`src/rtl/ip_loopback_param_if.sv`:
```
// Stream handshake bundle between an upstream FIFO, the loopback buffer and a downstream FIFO.
// The slave modport is the buffer's view; the master modport is the FIFO side.
interface ip_loopback_param_if #(
  parameter int DATA_W = 128
);
  logic [DATA_W-1:0] in_V_V_dout;
  logic              in_V_V_empty_n;
  logic              in_V_V_read;
  logic [DATA_W-1:0] out_V_V_din;
  logic              out_V_V_full_n;
  logic              out_V_V_write;

  modport master (
    output in_V_V_dout, in_V_V_empty_n, out_V_V_full_n,
    input  in_V_V_read, out_V_V_din, out_V_V_write
  );

  modport slave (
    input  in_V_V_dout, in_V_V_empty_n, out_V_V_full_n,
    output in_V_V_read, out_V_V_din, out_V_V_write
  );
endinterface

```
`src/rtl/ip_loopback_param.sv`:
```
// FIFO-to-FIFO loopback through a DEPTH-entry circular buffer with an optional output transform.
// Define IP_LOOPBACK_STATS_EN to add the beat_count / stall_flag statistics ports.
module ip_loopback_param #(
  parameter int DATA_W = 128,
  parameter int DEPTH  = 4,
  parameter int MODE   = 0
) (
  input  logic                ap_clk,
  input  logic                ap_rst,
  ip_loopback_param_if.slave  s
`ifdef IP_LOOPBACK_STATS_EN
  ,
  output logic [31:0]         beat_count,
  output logic                stall_flag
`endif
);
  localparam int AW = $clog2(DEPTH);
  localparam int NB = DATA_W / 8;
  localparam logic [AW:0] DEPTH_C = (AW + 1)'(DEPTH);

  logic [DATA_W-1:0] mem [DEPTH];
  logic [AW-1:0]     wr_ptr, rd_ptr;
  logic [AW:0]       occ;
  logic              push, pop;
  logic [DATA_W-1:0] head, xf;

  // Both strobes are forced low during reset so no pop is lost to a cleared buffer.
  assign push = s.in_V_V_empty_n && (occ < DEPTH_C) && !ap_rst;
  assign pop  = (occ != '0) && s.out_V_V_full_n && !ap_rst;

  assign s.in_V_V_read   = push;
  assign s.out_V_V_write = pop;
  assign head            = mem[rd_ptr];
  assign s.out_V_V_din   = xf;

  generate
    if (MODE == 1) begin : g_inv
      assign xf = ~head;
    end else if (MODE == 2) begin : g_rev
      for (genvar k = 0; k < NB; k++) begin : g_byte
        assign xf[8*k +: 8] = head[8*(NB-1-k) +: 8];
      end
    end else begin : g_pass
      assign xf = head;
    end
  endgenerate

  always_ff @(posedge ap_clk) begin
    if (push) mem[wr_ptr] <= s.in_V_V_dout;
  end

  // Pointers wrap naturally because DEPTH is a power of two.
  always_ff @(posedge ap_clk) begin
    if (ap_rst) begin
      wr_ptr <= '0;
      rd_ptr <= '0;
      occ    <= '0;
    end else begin
      if (push) wr_ptr <= wr_ptr + 1'b1;
      if (pop)  rd_ptr <= rd_ptr + 1'b1;
      case ({push, pop})
        2'b10:   occ <= occ + 1'b1;
        2'b01:   occ <= occ - 1'b1;
        default: occ <= occ;
      endcase
    end
  end

`ifdef IP_LOOPBACK_STATS_EN
  always_ff @(posedge ap_clk) begin
    if (ap_rst) begin
      beat_count <= '0;
      stall_flag <= 1'b0;
    end else begin
      if (pop) beat_count <= beat_count + 32'd1;
      if ((occ == DEPTH_C) && s.in_V_V_empty_n) stall_flag <= 1'b1;
    end
  end
`endif

endmodule

```
`src/flat_wrapper.sv`:
```
// flat-port wrapper written by rule: the top's interface ports become plain ports
module ip_loopback_param_flat 
#(
  parameter int DATA_W = 128,
  parameter int DEPTH  = 4,
  parameter int MODE   = 0
)
  (ap_clk, ap_rst, s_in_V_V_dout, s_in_V_V_empty_n, s_out_V_V_full_n, s_in_V_V_read, s_out_V_V_din, s_out_V_V_write);
  ip_loopback_param_if #(.DATA_W(DATA_W)) s_i ();
  input  logic ap_clk;
  input  logic ap_rst;
  input wire logic [$bits(s_i.in_V_V_dout)-1:0] s_in_V_V_dout;
  input wire logic [$bits(s_i.in_V_V_empty_n)-1:0] s_in_V_V_empty_n;
  input wire logic [$bits(s_i.out_V_V_full_n)-1:0] s_out_V_V_full_n;
  output wire logic [$bits(s_i.in_V_V_read)-1:0] s_in_V_V_read;
  output wire logic [$bits(s_i.out_V_V_din)-1:0] s_out_V_V_din;
  output wire logic [$bits(s_i.out_V_V_write)-1:0] s_out_V_V_write;
  assign s_i.in_V_V_dout = s_in_V_V_dout;
  assign s_i.in_V_V_empty_n = s_in_V_V_empty_n;
  assign s_i.out_V_V_full_n = s_out_V_V_full_n;
  assign s_in_V_V_read = s_i.in_V_V_read;
  assign s_out_V_V_din = s_i.out_V_V_din;
  assign s_out_V_V_write = s_i.out_V_V_write;
  ip_loopback_param #(.DATA_W(DATA_W), .DEPTH(DEPTH), .MODE(MODE)) u_core (.ap_clk(ap_clk), .ap_rst(ap_rst), .s(s_i));
endmodule
```
`config.mk`:
```
export PLATFORM = sky130hd
export DESIGN_NAME = ip_loopback_param_flat
export DESIGN_NICKNAME = d
export VERILOG_FILES = /design/src/rtl/ip_loopback_param_if.sv /design/src/rtl/ip_loopback_param.sv /design/src/flat_wrapper.sv
export SDC_FILE = /design/constraint.sdc
export NUM_CORES = 1
export LEC_CHECK = 0
export CAP_MARGIN = 20
export CORE_ASPECT_RATIO = 1.75
export CORE_MARGIN = 8
export CORE_UTILIZATION = 49
export DETAILED_ROUTE_END_ITERATION = 8
export HOLD_SLACK_MARGIN = 0.15
export PLACE_DENSITY = 0.85
export SYNTH_ARGS = -nofsm -noshare
export SYNTH_HDL_FRONTEND = slang
export SYNTH_SLANG_ARGS = --single-unit
```
`constraint.sdc`:
```
create_clock -name ap_clk -period 5.16 [get_ports ap_clk]
set_input_delay 1.032 -clock ap_clk [delete_from_list [all_inputs] [get_ports ap_clk]]
set_output_delay 1.032 -clock ap_clk [all_outputs]
set_load 0.01 [all_outputs]
```
==> results of run 1 <==
==> flip-flops by register name, indices dropped and copies added, names as in the netlist, named ones only <==
name           cells
u_core.mem       512
u_core.occ         3
u_core.rd_ptr      2
u_core.wr_ptr      2
==> layout make-up <==
class | count | area share, %
Clock buffer | 55 | 4.940
Tap cell | 485 | 2.576
Timing Repair Buffer | 270 | 11.70
Multi-Input combinational cell | 160 | 13.34
Sequential cell | 521 | 66.07
Antenna cell | 11 | 0.1169
Inverter | 6 | 0.09561
Clock inverter | 27 | 1.169
==> layer usage <==
metal / up-vias / routed length [microns]
met5: - / 13
met4: 2 / 1888
met3: 95 / 2239
met2: 296 / 20670
met1: 4407 / 13100
li1: 3685 / -
==> placed cells by master (no fill, tap or decap), types with 5 or more instances in the layout <==
cell             instances
buf_12                   6
bufinv_16                5
clkbuf_1                10
clkbuf_16               45
clkdlybuf4s50_1        261
clkinv_1                 7
clkinv_2                 8
dfxtp_1                  7
diode_2                 11
edfxtp_1               512
ha_1                     5
inv_1                    6
mux4_2                 128
nor2_1                   8
==> cell families (layout without fill, tap and decap cells) <==
group / count (synthesis) / in the layout / synth area share, %
compound gates: 6 / 6 / 0.2038
xor+xnor: 5 / 5 / 0.2301
fa+ha+maj: 6 / 6 / 0.4340
buf+inv: 35 / 358 / 1.795
flops: 521 / 521 / 81.75
mux: 128 / 128 / 15.15
other cells: 0 / 11 / 0
simple gates: 15 / 15 / 0.4406
==> power breakdown <==
| group | leakage (nW) | internal, mW | switching (mW) |
|---|---|---|---|
| registers | 4.72 | 4.78 | 0.0365 |
| logic | 1.85 | 0.603 | 0.465 |
| clock network | 0.695 | 1.87 | 1.42 |
| total | 7.27 | 7.25 | 1.92 |
==> final timing paths <==
| path | start | to |
|---|---|---|
| setup / recovery | register | s_out_V_V_din[0] |
| hold / removal | u_core.occ[1] | u_core.occ[1] |
| setup reg to reg | u_core.occ[2] | u_core.mem[2][31] |
| hold reg to reg | u_core.occ[1] | u_core.occ[1] |
==> worst max-delay path, cell delays in order (launching register included) <==
cell and delay (ps):
dfxtp_4 350, buf_12 540, mux4_2 670, clkdlybuf4s50_1 520
==> stage by stage <==
stage | util, % | total power [mW] | hold WS [ps]
final | 61.35 | 9.165 | 549.7
after global routing | 61.34 | 9.468 | 589.7
after CTS | 61.28 | 9.285 | 557.6
after detailed placement | 57.53 | 5.998 | 541.8
after global placement | 57.53 | 5.972 | 506.8
after floorplan | - | 5.489 | 484.7
==> results.tsv, run 1 <==
stage	metric	value	unit
grt	GRT Util Overall	16.64	%
clock_tree	CTS HTree Levels	2	
yosys	Post-synth ARST share	0	%
grt	gr busiest metal	met2	
clock_tree	TritonCTS clock tree	done	
status	status	completed	
clock_tree	Clk pin slew, worst setup/hold paths	60	ps
sta	RSZ-0062 raised after global routing	false	
finish	post-route cell area	23560	sq um
sta	Hold Fails Final Rpt	0	
die	die span in y	276.7	microns
placement	hpwl dp	22920	microns
die	Boundary Pins	262	
run	Max Cap Viol	0	
yosys	Synth cell types	21	
yosys	Synth area leader	edfxtp_1	
grt	GRT overflow	0	
sta	Worst slew margin	16.56	%
setup_path	Startpoint Class	register	
power	worst IR drop on VDD	0.2928	mV
sta	actual slew at the worst max-slew pin	1252	ps
setup_path	R2R cell count	3	
route	vias per cell	5.528	
sta	Tmin final	4027	ps
setup_path	arrival time at the worst endpoint	3000	ps
grt	met2 usage	28.85	%
yosys	syn_area_per_cell	26.58	sq um
power	pwr/cell area	389.1	nW/um^2
sta	final setup fails	0	
yosys	Top FF cell, synth	edfxtp_1	
power	leak pwr	7.274	nW
grt	first-pass GRT wire length	56420	microns
grt	largest net degree at the start of global routing	129	
setup_path	r2r setup slk	2920	ps
route	Pre-antenna DRT Iters	5	
grt	initial antenna violation count	12	
sta	worst setup margin	1133	ps
clock_tree	CTS Sinks	521	
finish	Layout Cells excl Fill	1535	
route	WL final	37910	microns
route	Post-DRT Antenna Nets	0	
finish	sequential cell area	15560	sq um
clock_tree	clock root buffer	clkbuf_16	
die	die width	165.0	microns
clock_tree	cts bufs inserted	45	
die	Core ar.	38390	sq um
route	DR vias	8485	
yosys	Area contributors post-synth	edfxtp_1 (81%), mux4_2 (15%), buf_12 (1.1%)	
clock_tree	post-CTS setup buffers	0	
placement	placed cell count	1442	
setup_path	CP max FO	128	
die	Starting Density	49.56	%
placement	placed cell area	22090	sq um
finish	Multi-input gate area	3142	sq um
yosys	EDFF count, synth	512	
placement	Port-buffer cells	261	
hold_path	HP Class	reg2reg	
route	Initial DRC Count	570	
sta	Final Cycle Share	78.05	%
sta	max-slew violation count	0	
die	Total Die Area	45640	sq um
sta	setup TNS	0	ps
route	DR WL/cell	24.70	microns
yosys	Netlist Area Pre-Place	19030	sq um
sta	Max Clock Freq	248.3	MHz
finish	FILL cells	2537	
finish	Synth-to-Final Area Change	23.79	%
yosys	Yosys reg bits	521	
hold_path	Worst Hold Depth	2	
clock_tree	PostCTS Resize Cnt	0	
yosys	Seq/Total Area, Yosys	81.75	%
setup_path	Setup CP Type	reg2out	
yosys	YS warnings	0	
clock_tree	hold buffers post-CTS	0	
grt	GR met1 Demand/Resource	18.50	%
setup_path	required time worst endpoint	4130	ps
yosys	top cell type's share of synthesized area	80.80	%
clock_tree	clk_lat worst skew	550	ps
yosys	Mapped Nets	854	
placement	pre-CTS WS	1390	ps
grt	vias in the first global route	9184	
placement	routability cong.	0.7072	
yosys	top cells by count, synth	edfxtp_1 (512), mux4_2 (128), buf_2 (14), buf_12 (10), dfxtp_1 (9)	
yosys	Post-Syn Instances	716	
sta	post-route clock skew	13.80	ps
route	DRC viols	0	
finish	Nets	1142	
yosys	top-count cell post-synth	edfxtp_1	
setup_path	Crit. End Element	primary output	
finish	ratio of cells with drive above 1 in the final layout	20.12	%
clock_tree	Max clock buf depth	3	
die	Site Rows	95	
grt	grt met3 use	3.304	%
Note: power is estimated with default switching activity, not from simulation.
==> run 2, diff against run 1 <==
==> constraint.sdc (replaced) <==
create_clock -name ap_clk -period 3.5 [get_ports ap_clk]
set_input_delay 0.7 -clock ap_clk [delete_from_list [all_inputs] [get_ports ap_clk]]
set_output_delay 0.7 -clock ap_clk [all_outputs]
set_load 0.01 [all_outputs]
==> results.tsv, run 2 (synthesized netlist as in run 1, its figures left out) <==
stage	metric	value	unit
sta	worst hold margin	542.8	ps
route	WL final	39300	microns
sta	actual slew at the worst max-slew pin	571.5	ps
setup_path	CP max FO	67	
setup_path	RR Startpoint	u_core.occ[2]	
route	Pre-antenna DRT Iters	4	
sta	worst setup margin	252.4	ps
hold_path	HP Class	reg2reg	
finish	post-route cell area	23870	sq um
finish	FILL cells	2509	
clock_tree	CTS HTree Levels	2	
setup_path	Buf/Inv on CP	2	
die	Site Rows	95	
sta	Hold Fails Final Rpt	0	
setup_path	Crit. End Element	primary output	
die	Core ar.	38390	sq um
setup_path	arrival time at the worst endpoint	2550	ps
finish	max reg flops	512	
sta	post-route clock skew	20.05	ps
finish	Nets	1155	
grt	GRT overflow	0	
clock_tree	post-CTS setup buffers	0	
placement	Port-buffer cells	261	
placement	routability cong.	0.7415	
clock_tree	PostCTS Resize Cnt	0	
route	DR vias	8635	
grt	largest net degree at the start of global routing	68	
finish	Reg with most FFs	u_core.mem	
clock_tree	clock root buffer	clkbuf_16	
route	Initial DRC Count	501	
finish	ratio of cells with drive above 1 in the final layout	20.91	%
finish	most frequent cells in the layout	edfxtp_1 (512), clkdlybuf4s50_1 (261), mux4_2 (128), clkbuf_16 (46), buf_12 (18)	
sta	RSZ-0062 raised after global routing	false	
run	Max Cap Viol	0	
clock_tree	Max clock buf depth	3	
die	Boundary Pins	262	
setup_path	Startpoint Class	register	
hold_path	HP Start	u_core.rd_ptr[1]	
power	worst IR drop on VDD	0.5135	mV
finish	most common cell after layout, fill and taps aside	edfxtp_1	
finish	Largest regs	u_core.mem: 512 flops, u_core.occ: 3 flops	
placement	hpwl dp	25190	microns
clock_tree	cts bufs inserted	44	
grt	first-pass GRT wire length	58170	microns
sta	max-slew violation count	0	
status	status	completed	
sta	final setup fails	0	
finish	Synth-to-Final Area Change	25.43	%
power	pwr/cell area	575.6	nW/um^2
sta	Final Cycle Share	92.79	%
die	Total Die Area	45640	sq um
grt	GRT Util Overall	17.19	%
power	leak pwr	7.413	nW
clock_tree	clk_lat worst skew	560	ps
route	vias per cell	5.585	
grt	initial antenna violation count	10	
finish	sequential cell area	15560	sq um
clock_tree	hold buffers post-CTS	0	
grt	vias in the first global route	9296	
route	DR WL/cell	25.42	microns
route	Post-DRT Antenna Nets	0	
sta	Worst slew margin	61.90	%
setup_path	Worst path top cell family by delay	buffers and inverters	
route	DRC viols	0	
setup_path	slowest cell on the critical path	mux4_2	
setup_path	max incr delay on CP	580	ps
finish	Multi-input gate area	3142	sq um
setup_path	required time worst endpoint	2800	ps
placement	pre-CTS WS	423.2	ps
clock_tree	Clk pin slew, worst setup/hold paths	60	ps
setup_path	Setup CP Type	reg2out	
die	Starting Density	49.56	%
clock_tree	CTS Sinks	521	
die	die span in y	276.7	microns
setup_path	Cell Chain, Critical Path	buf_12, mux4_2, clkdlybuf4s50_1	
sta	Max Clock Freq	307.9	MHz
die	die width	165.0	microns
sta	setup TNS	0	ps
clock_tree	TritonCTS clock tree	done	
sta	Tmin final	3248	ps
placement	placed cell area	22340	sq um
-- run 2: through the flow --
step | util [%] | power (mW) | std cells
2_1_floorplan | - | 8.080 | 716
3_5_place_dp | 58.20 | 8.878 | 1456
4_1_cts | 62.11 | 13.89 | 1537
3_3_place_gp | 58.20 | 8.839 | 1456
6_report | 62.17 | 13.74 | 1546
5_1_grt | 62.15 | 14.17 | 1543
-- run 2: cell type report --
type / count / area share, %
sequential: 521 / 65.20
multi-input combinational: 160 / 13.16
timing repair buffer: 284 / 12.61
clock buffer: 51 / 4.901
tap: 485 / 2.542
clock inverter: 30 / 1.389
inverter: 6 / 0.09436
antenna: 9 / 0.09436
-- run 2: final timing paths --
path                   endpoint  slack, ps  cells past startpoint
max          s_out_V_V_din[109]        250                      3
min            u_core.rd_ptr[1]        540                      2
max reg2reg       u_core.occ[2]       1430                      8
min reg2reg    u_core.rd_ptr[1]        540                      2
-- run 2: metal layers --
metal  wire length (microns)  GRT usage (%)  part of all wire [%]
met1                   13890          19.34                    35
met4                    1727          8.511                   4.4
met3                    2079          3.378                   5.3
met5                      13              0                 0.033
met2                   21590          30.32                    55
-- run 2: tightest hold or removal path, delay by kind of cell, from the launching register on --
family                    cells  cell delay, ps
DFF                           1             330
and+or+nand+nor               1             110
xor gates and xnor gates      1              60
-- run 2: power breakdown --
part,switching (mW),internal [mW]
Sequential,0.0538,7.04
Clock,2.10,2.92
Combinational,0.713,0.911
